===== config.mk =====
export PLATFORM = sky130hd
export DESIGN_NAME = mem_arbiter_flat
export DESIGN_NICKNAME = d
export VERILOG_FILES = /design/src/rtl/mem_arbiter_if.sv /design/src/rtl/mem_arbiter.sv /design/src/flat_wrapper.sv
export SDC_FILE = /design/constraint.sdc
export NUM_CORES = 1
export LEC_CHECK = 0
export ABC_AREA = 1
export CAP_MARGIN = 25
export CELL_PAD_IN_SITES_DETAIL_PLACEMENT = 0
export CELL_PAD_IN_SITES_GLOBAL_PLACEMENT = 2
export CORE_UTILIZATION = 17
export CTS_BUF_LIST = sky130_fd_sc_hd__clkbuf_8
export CTS_CLUSTER_SIZE = 10
export DETAILED_ROUTE_END_ITERATION = 8
export PLACE_DENSITY_LB_ADDON = 0.1
export SLEW_MARGIN = 25
export SYNTH_ARGS = -nofsm -noshare
export SYNTH_HDL_FRONTEND = slang
export SYNTH_SLANG_ARGS = --single-unit

===== constraint.sdc =====
create_clock -name clk -period 2.8 [get_ports clk]
set_input_delay 0.84 -clock clk [delete_from_list [all_inputs] [get_ports clk]]
set_output_delay 0.84 -clock clk [all_outputs]
set_load 0.1 [all_outputs]

===== src/rtl/mem_arbiter_if.sv =====
// Requester and memory-side signal bundle for mem_arbiter.
// master: the requesters plus the memory model (drive requests and mem_rd).
// slave: the arbiter itself.
interface mem_arbiter_if #(
  parameter int unsigned AW = 32
);
  logic          req0, req1;
  logic          we0, we1;
  logic          lock0, lock1;
  logic [AW-1:0] addr0, addr1;
  logic [31:0]   wdata0, wdata1;
  logic [2:0]    funct3_0, funct3_1;
  logic          gnt0, gnt1;
  logic          rvalid0, rvalid1;
  logic [31:0]   rdata;
  logic          mem_wen;
  logic [2:0]    mem_funct3;
  logic [AW-1:0] mem_wa, mem_ra;
  logic [31:0]   mem_wd;
  logic [31:0]   mem_rd;

  modport master (
    output req0, req1, we0, we1, lock0, lock1, addr0, addr1,
           wdata0, wdata1, funct3_0, funct3_1, mem_rd,
    input  gnt0, gnt1, rvalid0, rvalid1, rdata,
           mem_wen, mem_funct3, mem_wa, mem_ra, mem_wd
  );

  modport slave (
    input  req0, req1, we0, we1, lock0, lock1, addr0, addr1,
           wdata0, wdata1, funct3_0, funct3_1, mem_rd,
    output gnt0, gnt1, rvalid0, rvalid1, rdata,
           mem_wen, mem_funct3, mem_wa, mem_ra, mem_wd
  );
endinterface


===== src/rtl/mem_arbiter.sv =====
// Two-port arbiter in front of the unified memory. One access per cycle,
// read data tagged back to the issuing port, bounded bus locking.
// Build option: define MEM_ARB_RR_EN for round-robin arbitration in idle;
// otherwise port 0 has fixed priority.
module mem_arbiter #(
  parameter int unsigned MAX_LOCK = 16,
  parameter int unsigned AW       = 32
) (
  input  logic         clk,
  input  logic         rst_n,
  mem_arbiter_if.slave bus
);

  localparam int unsigned CW = $clog2(MAX_LOCK + 1);
  localparam logic [CW-1:0] LockLast = CW'(MAX_LOCK - 1);

  typedef enum logic [1:0] {StIdle, StOwn0, StOwn1} state_e;

  state_e        state_q, state_d;
  logic [CW-1:0] cnt_q, cnt_d;
  logic          force_q, force_d;          // previous cycle ended a lock by force
  logic          force_own_q, force_own_d;  // port whose lock was forced off
  logic          rpend_q, rpend_d;
  logic          rtag_q, rtag_d;
  logic [AW-1:0] addr_q, addr_d;            // last granted address, held while idle
  logic [31:0]   wd_q, wd_d;
  logic [2:0]    f3_q, f3_d;
`ifdef MEM_ARB_RR_EN
  logic          prio_q, prio_d;
`endif

  logic          gnt0, gnt1, gnt_any, sel;
  logic          sel_we, sel_lock;
  logic [AW-1:0] sel_addr;
  logic [31:0]   sel_wd;
  logic [2:0]    sel_f3;

  // Grant decode: combinational from requests, state and priority.
  always_comb begin
    gnt0 = 1'b0;
    gnt1 = 1'b0;
    case (state_q)
      StIdle: begin
        if (force_q && (force_own_q ? bus.req0 : bus.req1)) begin
          // The port starved by a forced release wins outright.
          gnt0 = force_own_q;
          gnt1 = ~force_own_q;
        end else begin
`ifdef MEM_ARB_RR_EN
          if (bus.req0 && bus.req1) begin
            gnt0 = ~prio_q;
            gnt1 = prio_q;
          end else begin
            gnt0 = bus.req0;
            gnt1 = bus.req1;
          end
`else
          gnt0 = bus.req0;
          gnt1 = bus.req1 & ~bus.req0;
`endif
        end
      end
      StOwn0:  gnt0 = bus.req0;
      StOwn1:  gnt1 = bus.req1;
      default: ;
    endcase
    if (!rst_n) begin
      gnt0 = 1'b0;
      gnt1 = 1'b0;
    end
  end

  // Granted-port request mux.
  always_comb begin
    gnt_any  = gnt0 | gnt1;
    sel      = gnt1;
    sel_we   = sel ? bus.we1      : bus.we0;
    sel_lock = sel ? bus.lock1    : bus.lock0;
    sel_addr = sel ? bus.addr1    : bus.addr0;
    sel_wd   = sel ? bus.wdata1   : bus.wdata0;
    sel_f3   = sel ? bus.funct3_1 : bus.funct3_0;
  end

  // Ownership, lock counter and priority next state.
  always_comb begin
    state_d     = state_q;
    cnt_d       = cnt_q;
    force_d     = 1'b0;
    force_own_d = force_own_q;
`ifdef MEM_ARB_RR_EN
    prio_d      = prio_q;
`endif
    case (state_q)
      StIdle: begin
        if (gnt_any && sel_lock) begin
          state_d = sel ? StOwn1 : StOwn0;
          cnt_d   = CW'(1);
        end else if (gnt_any) begin
`ifdef MEM_ARB_RR_EN
          prio_d = ~sel;
`endif
        end
      end
      StOwn0, StOwn1: begin
        if (!gnt_any) begin
          state_d = StIdle;
          cnt_d   = '0;
        end else if (!sel_lock) begin
          state_d = StIdle;
          cnt_d   = '0;
`ifdef MEM_ARB_RR_EN
          prio_d  = ~sel;
`endif
        end else if (cnt_q >= LockLast) begin
          state_d     = StIdle;
          cnt_d       = '0;
          force_d     = 1'b1;
          force_own_d = sel;
`ifdef MEM_ARB_RR_EN
          prio_d      = ~sel;
`endif
        end else begin
          cnt_d = cnt_q + CW'(1);
        end
      end
      default: state_d = StIdle;
    endcase
  end

  // Read tracking and held memory-side values.
  always_comb begin
    rpend_d = gnt_any & ~sel_we;
    rtag_d  = gnt_any ? sel : rtag_q;
    addr_d  = gnt_any ? sel_addr : addr_q;
    wd_d    = gnt_any ? sel_wd : wd_q;
    f3_d    = gnt_any ? sel_f3 : f3_q;
  end

  // State registers.
  always_ff @(posedge clk or negedge rst_n) begin
    if (!rst_n) begin
      state_q     <= StIdle;
      cnt_q       <= '0;
      force_q     <= 1'b0;
      force_own_q <= 1'b0;
      rpend_q     <= 1'b0;
      rtag_q      <= 1'b0;
      addr_q      <= '0;
      wd_q        <= '0;
      f3_q        <= '0;
`ifdef MEM_ARB_RR_EN
      prio_q      <= 1'b0;
`endif
    end else begin
      state_q     <= state_d;
      cnt_q       <= cnt_d;
      force_q     <= force_d;
      force_own_q <= force_own_d;
      rpend_q     <= rpend_d;
      rtag_q      <= rtag_d;
      addr_q      <= addr_d;
      wd_q        <= wd_d;
      f3_q        <= f3_d;
`ifdef MEM_ARB_RR_EN
      prio_q      <= prio_d;
`endif
    end
  end

  // Output drive; idle cycles hold the last granted address/data.
  always_comb begin
    bus.gnt0       = gnt0;
    bus.gnt1       = gnt1;
    bus.mem_wen    = gnt_any & sel_we;
    bus.mem_ra     = addr_d;
    bus.mem_wa     = addr_d;
    bus.mem_wd     = wd_d;
    bus.mem_funct3 = f3_d;
    bus.rvalid0    = rpend_q & ~rtag_q;
    bus.rvalid1    = rpend_q & rtag_q;
    bus.rdata      = rpend_q ? bus.mem_rd : 32'h0;
  end

endmodule

===== src/flat_wrapper.sv =====
// flat-port wrapper written by rule: the top's interface ports become plain ports
module mem_arbiter_flat 
#(
  parameter int unsigned MAX_LOCK = 16,
  parameter int unsigned AW       = 32
)
  (clk, rst_n, bus_req0, bus_req1, bus_we0, bus_we1, bus_lock0, bus_lock1, bus_addr0, bus_addr1, bus_wdata0, bus_wdata1, bus_funct3_0, bus_funct3_1, bus_mem_rd, bus_gnt0, bus_gnt1, bus_rvalid0, bus_rvalid1, bus_rdata, bus_mem_wen, bus_mem_funct3, bus_mem_wa, bus_mem_ra, bus_mem_wd);
  mem_arbiter_if #(.AW(AW)) bus_i ();
  input  logic clk;
  input  logic rst_n;
  input wire logic [$bits(bus_i.req0)-1:0] bus_req0;
  input wire logic [$bits(bus_i.req1)-1:0] bus_req1;
  input wire logic [$bits(bus_i.we0)-1:0] bus_we0;
  input wire logic [$bits(bus_i.we1)-1:0] bus_we1;
  input wire logic [$bits(bus_i.lock0)-1:0] bus_lock0;
  input wire logic [$bits(bus_i.lock1)-1:0] bus_lock1;
  input wire logic [$bits(bus_i.addr0)-1:0] bus_addr0;
  input wire logic [$bits(bus_i.addr1)-1:0] bus_addr1;
  input wire logic [$bits(bus_i.wdata0)-1:0] bus_wdata0;
  input wire logic [$bits(bus_i.wdata1)-1:0] bus_wdata1;
  input wire logic [$bits(bus_i.funct3_0)-1:0] bus_funct3_0;
  input wire logic [$bits(bus_i.funct3_1)-1:0] bus_funct3_1;
  input wire logic [$bits(bus_i.mem_rd)-1:0] bus_mem_rd;
  output wire logic [$bits(bus_i.gnt0)-1:0] bus_gnt0;
  output wire logic [$bits(bus_i.gnt1)-1:0] bus_gnt1;
  output wire logic [$bits(bus_i.rvalid0)-1:0] bus_rvalid0;
  output wire logic [$bits(bus_i.rvalid1)-1:0] bus_rvalid1;
  output wire logic [$bits(bus_i.rdata)-1:0] bus_rdata;
  output wire logic [$bits(bus_i.mem_wen)-1:0] bus_mem_wen;
  output wire logic [$bits(bus_i.mem_funct3)-1:0] bus_mem_funct3;
  output wire logic [$bits(bus_i.mem_wa)-1:0] bus_mem_wa;
  output wire logic [$bits(bus_i.mem_ra)-1:0] bus_mem_ra;
  output wire logic [$bits(bus_i.mem_wd)-1:0] bus_mem_wd;
  assign bus_i.req0 = bus_req0;
  assign bus_i.req1 = bus_req1;
  assign bus_i.we0 = bus_we0;
  assign bus_i.we1 = bus_we1;
  assign bus_i.lock0 = bus_lock0;
  assign bus_i.lock1 = bus_lock1;
  assign bus_i.addr0 = bus_addr0;
  assign bus_i.addr1 = bus_addr1;
  assign bus_i.wdata0 = bus_wdata0;
  assign bus_i.wdata1 = bus_wdata1;
  assign bus_i.funct3_0 = bus_funct3_0;
  assign bus_i.funct3_1 = bus_funct3_1;
  assign bus_i.mem_rd = bus_mem_rd;
  assign bus_gnt0 = bus_i.gnt0;
  assign bus_gnt1 = bus_i.gnt1;
  assign bus_rvalid0 = bus_i.rvalid0;
  assign bus_rvalid1 = bus_i.rvalid1;
  assign bus_rdata = bus_i.rdata;
  assign bus_mem_wen = bus_i.mem_wen;
  assign bus_mem_funct3 = bus_i.mem_funct3;
  assign bus_mem_wa = bus_i.mem_wa;
  assign bus_mem_ra = bus_i.mem_ra;
  assign bus_mem_wd = bus_i.mem_wd;
  mem_arbiter #(.MAX_LOCK(MAX_LOCK), .AW(AW)) u_core (.clk(clk), .rst_n(rst_n), .bus(bus_i));
endmodule

; After elaboration in Yosys (flattened, before gate mapping)
; Cells that the tools add are included.
[word_totals]
in_bits = 174
latchBits = 0
romBits = 0
ff_bits = 78
output_inout_bits = 136
ramBits = 0
n_memories = 0
[op_classes]
shift = 0
n_lt_le_gt_ge = 1
eq_ne = 4
addsub = 1
reduce_logical = 8
n_mux = 31
n_div = 0
mul = 0
bitwise_logic = 10
[op_table]
columns = cell, count
row1 = 32-bit 2-to-1 mux, 5
row2 = 5-bit 2-to-1 mux, 4
row3 = 1-bit 2-to-1 mux, 11
row4 = 2-bit 2-to-1 mux, 5
row5 = 5-bit one-hot mux with 2 select lines, 1
row6 = 3-bit 2-to-1 mux, 2
row7 = 5-bit by 1-bit adder with 5-bit output (second input constant), 1
row8 = 1-bit AND, 5
row9 = 5-bit by 4-bit greater-or-equal comparator with 1-bit output (second input constant), 1
row10 = 4-bit != test (second input constant), 1
row11 = 1-bit inverter, 4
row12 = 1-bit one-hot mux with 2 select lines, 2
row13 = 2-bit one-hot mux with 2 select lines, 1
row14 = 2-bit AND reduction, 2
row15 = 4-bit AND reduction, 1
row16 = 2-bit by 1-bit == test with 1-bit output (second input constant), 1
row17 = 2-bit == test (second input constant), 1
row18 = 1-bit logical AND, 2
row19 = 2-bit logical NOT, 1
row20 = 2-bit by 1-bit != test with 1-bit output (second input constant), 1
row21 = 2-bit nonzero test, 1
row22 = 2-bit OR reduction, 1
row23 = 1-bit OR, 1

; Longest topological paths before layout
[depth]
ltp_word = 9
ltp_mapped = 13

; Worst setup path after synthesis
; No wires, ideal clock.
[synth_timing]
path_type = input-to-output
startpoint = in bus_req1
endpoint = out bus_mem_wa[23]
arrival_time_ns = 3.168
path_slack_ns = -1.208
required_time_ns = 1.960
path_buffers = 2
cell_stages = 10
path_cell_list = nand3_1 > nand2_1 > nand3_1 > nand2_2 > nand2_4 > inv_2 > buf_2 > nand2_1 > nand3_1 > buf_4
[synth_between]
elab_chain_len = 7
elab_cells_between_ends = 12
[synth_lines]
columns = item, line
row1 = from (decl), flat_wrapper.sv:12  ; input wire logic [$bits(bus_i.req1)-1:0] bus_req1;
row2 = 1-bit 2-to-1 mux, mem_arbiter.sv:44  ; if (force_q && (force_own_q ? bus.req0 : bus.req1)) begin
row3 = 1-bit logical AND, mem_arbiter.sv:44
row4 = 1-bit 2-to-1 mux, mem_arbiter.sv:44
row5 = 1-bit one-hot mux with 2 select lines *, mem_arbiter.sv:42  ; case (state_q)
row6 = 1-bit 2-to-1 mux *, mem_arbiter.sv:67  ; if (!rst_n) begin
row7 = named net bus_gnt1, flat_wrapper.sv:25  ; output wire logic [$bits(bus_i.gnt1)-1:0] bus_gnt1;
row8 = 32-bit 2-to-1 mux or 1-bit OR (tied branches), "mem_arbiter.sv:79, mem_arbiter.sv:75"
row9 = 32-bit 2-to-1 mux *, mem_arbiter.sv:134  ; addr_d = gnt_any ? sel_addr : addr_q;
row10 = to (decl), flat_wrapper.sv:31  ; output wire logic [$bits(bus_i.mem_wa)-1:0] bus_mem_wa;
; Mark *: on every way through the listed nets, which the timed path passes. The rest lies on a longest branch.

; Worst setup path after layout
[layout_timing]
startpoint = in bus_req1
endpoint = out bus_mem_ra[7]
[layout_between]
elab_chain_len = 7
elab_cells_between_ends = 12
[layout_lines]
columns = item, line
row1 = 1-bit 2-to-1 mux, mem_arbiter.sv:44
row2 = 1-bit logical AND, mem_arbiter.sv:44
row3 = 1-bit 2-to-1 mux, mem_arbiter.sv:44
row4 = 1-bit one-hot mux with 2 select lines, mem_arbiter.sv:42
row5 = 1-bit 2-to-1 mux, mem_arbiter.sv:67
row6 = 32-bit 2-to-1 mux or 1-bit OR (tied branches), "mem_arbiter.sv:79, mem_arbiter.sv:75"
row7 = 32-bit 2-to-1 mux *, mem_arbiter.sv:134
row8 = to (decl), flat_wrapper.sv:32  ; output wire logic [$bits(bus_i.mem_ra)-1:0] bus_mem_ra;
; Every way passes the cells marked *; elsewhere a longest branch is shown, timed or not.

==> run_results.csv <==
group,metric,value,unit
floorplan,dieArea,25100,µm²
sta,finalHoldViolations,0,
worst_setup_path,critPathCaptureType,"primary output",
placement,io_buffers,309,
clock_tree,cts-root-buf,"clkbuf_8",
clock_tree,cts_tree,"built",
routing,drc,0,
routing,via_count,4806,
routing,wl,19700,µm
global_routing,grt_pass1_wl,29600,µm
worst_setup_path,worst-setup-path-type,"in2out",
yosys,yosys_register_bits,78,
sta,slew-limit-headroom,0.491,
floorplan,start_util,0.175,
worst_setup_path,crit_arrival,2.27,ns
routing,first_iter_violations,127,
worst_setup_path,crit_path_start_kind,"input port",
floorplan,rows,56,
yosys,synth_warnings,0,
sta,grt_setup_unrepaired,"true",
yosys,synthCells,563,
sta,max_slew.worst_pin.slew,0.764,ns
worst_setup_path,crit_fanout,8,
routing,dr.pass1.iters,4,
clock_tree,clk_latency,0.37,ns
sta,max_freq,321,MHz
min_path,hold_class,"reg2reg",
finish,layout_commonest_cell,"nand2_1",
finish,nNetsFinal,1078,
yosys,ys_seq_area_frac,0.469,
routing,wl_per_cell,16.1,µm
sta,slew_viol_final,0,
floorplan,ioPinCount,310,
routing,viasPerCell,3.94,
floorplan,die_y,158,µm
yosys,synth_area_leaders,"dfrtp_1 (47%), nand2_1 (24%), nand3_1 (10%)",
run_status,outcome,"finished, violations left",
yosys,yosysUniqueCellTypes,22,
yosys,syn_area,4160,µm²
sta,period_minus_slack,3.11,ns
clock_tree,cts_max_level,3,
finish,syn_to_final_growth,168,%
yosys,avgSynthCellArea,7.39,µm²
global_routing,globalRouteOverflowTotal,0,
global_routing,grt_pass1_vias,5107,
clock_tree,cts-buffers-inserted,9,
placement,gp_congestion,0.728,
finish,final_cell_mix,"nand2_1 (179), clkdlybuf4s50_1 (170), buf_12 (153)",
clock_tree,clkSinkCount,78,
clock_tree,ctsHoldBuffers,0,
clock_tree,cts_buffer_depth,2,
global_routing,antenna_found_initial,0,
sta,worst_hold_slack,0.515,ns
sta,layout_setup_ws,-0.312,ns
routing,drtAntennaViolNets,0,
sta,setup_viol,100,
finish,num_antenna_cells,0,
placement,dp_hpwl,13800,µm
job,maxCapViolations,0,
floorplan,coreArea,23800,µm²
sta,fin_crit_sh,1.11,
clock_tree,clk_pin_slew,0.08,ns
yosys,postSynthNetCount,742,
finish,drive_gt1_frac,0.438,
floorplan,die_x,158,µm
worst_setup_path,required,1.96,ns
run_status,violations,"negative setup slack",
yosys,synth_top_area_cell,"dfrtp_1",
global_routing,grt_max_degree,53,
yosys,synth_top_cell_area_share,0.469,
global_routing,grt_use_total,0.159,
sta,skew,0.0121,ns
-- synthesized netlist by cell type --
cell type / number
buf_2: 14
inv_2: 2
clkbuf_1: 5
nor2_2: 1
o211ai_1: 1
ha_1: 5
nand3_1: 85
nand2_1: 262
dfrtp_1: 78
nand2_4: 2
or2_2: 1
buf_6: 6
inv_1: 48
nor3_1: 1
a21boi_0: 1
nand3b_1: 1
nand2_2: 3
o21ai_0: 1
and2_1: 1
buf_4: 33
nor2_1: 8
nand4_1: 4
-- what timing repair did --
| item | 4_1_cts | 5_1_grt |
|---|---|---|
| buffers inserted | 23 | 10 |
| setup endpoints to repair | 102 | 101 |
| gates resized for setup | 107 | 22 |
| cloned | 11 | 1 |
| pin swaps | 25 | 22 |
-- registers in the layout, summed over array words and instances, names as in the netlist --
name                cells
u_core.force_own_q      1
u_core.force_q          1
u_core.rtag_q           1
u_core.addr_q          32
u_core.cnt_q            5
u_core.state_q          2
u_core.f3_q             3
u_core.rpend_q          1
u_core.wd_q            32
-- worst max-delay path, stage by stage --
cell	delay [ns]
buf_8	0.10
nand3_4	0.06
nand2_2	0.05
nand3_2	0.06
nand2_2	0.08
buf_4	0.16
nand2_8	0.10
nand2_4	0.08
inv_8	0.11
buf_12	0.12
buf_16	0.15
nand2_4	0.06
nand3_4	0.12
buf_12	0.18
-- routing by layer --
metal	track usage	wire, µm	vias to the layer above	share of wire
met5	0	0	-	0
met4	0.0371	146	0	0.0074
met3	0.0547	1770	10	0.090
met2	0.267	9620	188	0.49
li1	-	-	2386	-
met1	0.195	8120	2222	0.41
-- cells by family (layout without fill, tap and decap cells) --
kind of cell               count (synthesis)  in the layout  synth area share
buffers and inverters                    108            447             0.142
AOI/OAI and AO/OA                          3              3           0.00481
adders and majority gates                  5              5            0.0150
and+or+nand+nor                          369            369             0.369
DFF                                       78             78             0.469
-- final timing paths --
| path | from | to | slack (ns) | cells past startpoint |
|---|---|---|---|---|
| setup / recovery | bus_req1 | bus_mem_ra[7] | -0.31 | 14 |
| hold / removal | u_core.wd_q[5] | u_core.wd_q[5] | 0.52 | 2 |
| setup reg to reg | u_core.state_q[0] | u_core.addr_q[22] | 0.65 | 15 |
| hold reg to reg | u_core.wd_q[5] | u_core.wd_q[5] | 0.52 | 2 |
| max in group asynchronous | rst_n | u_core.wd_q[20] | 1.03 | 4 |
| min in group asynchronous | rst_n | u_core.wd_q[10] | 0.81 | 3 |
-- final cells by class --
class / count / area, µm²
Fill cell: 2225 / 12600
Tap cell: 319 / 399
Clock buffer: 9 / 124
Sequential cell: 78 / 1950
Clock inverter: 5 / 52.6
Inverter: 50 / 208
Multi-Input combinational cell: 377 / 2920
Timing Repair Buffer: 383 / 5490
-- stage by stage --
| stage | setup WS [ns] | util | TNS (ns) | instance area [µm²] | std cells |
|---|---|---|---|---|---|
| after floorplan | -0.316 | - | -9.26 | 5540 | 563 |
| after CTS | -0.347 | 0.463 | -29.48 | 11000 | 1211 |
| after detailed placement | -0.769 | 0.418 | -70.76 | 9920 | 1163 |
| after global placement | -0.693 | 0.418 | -65.34 | 9920 | 1163 |
| after global routing | -0.386 | 0.469 | -34.32 | 11100 | 1221 |
| final | -0.312 | 0.469 | -26.57 | 11100 | 1221 |
Power is left out: the tool's default activity adds up to more than one toggle a clock period on the data nets, which glitch-free logic cannot reach.
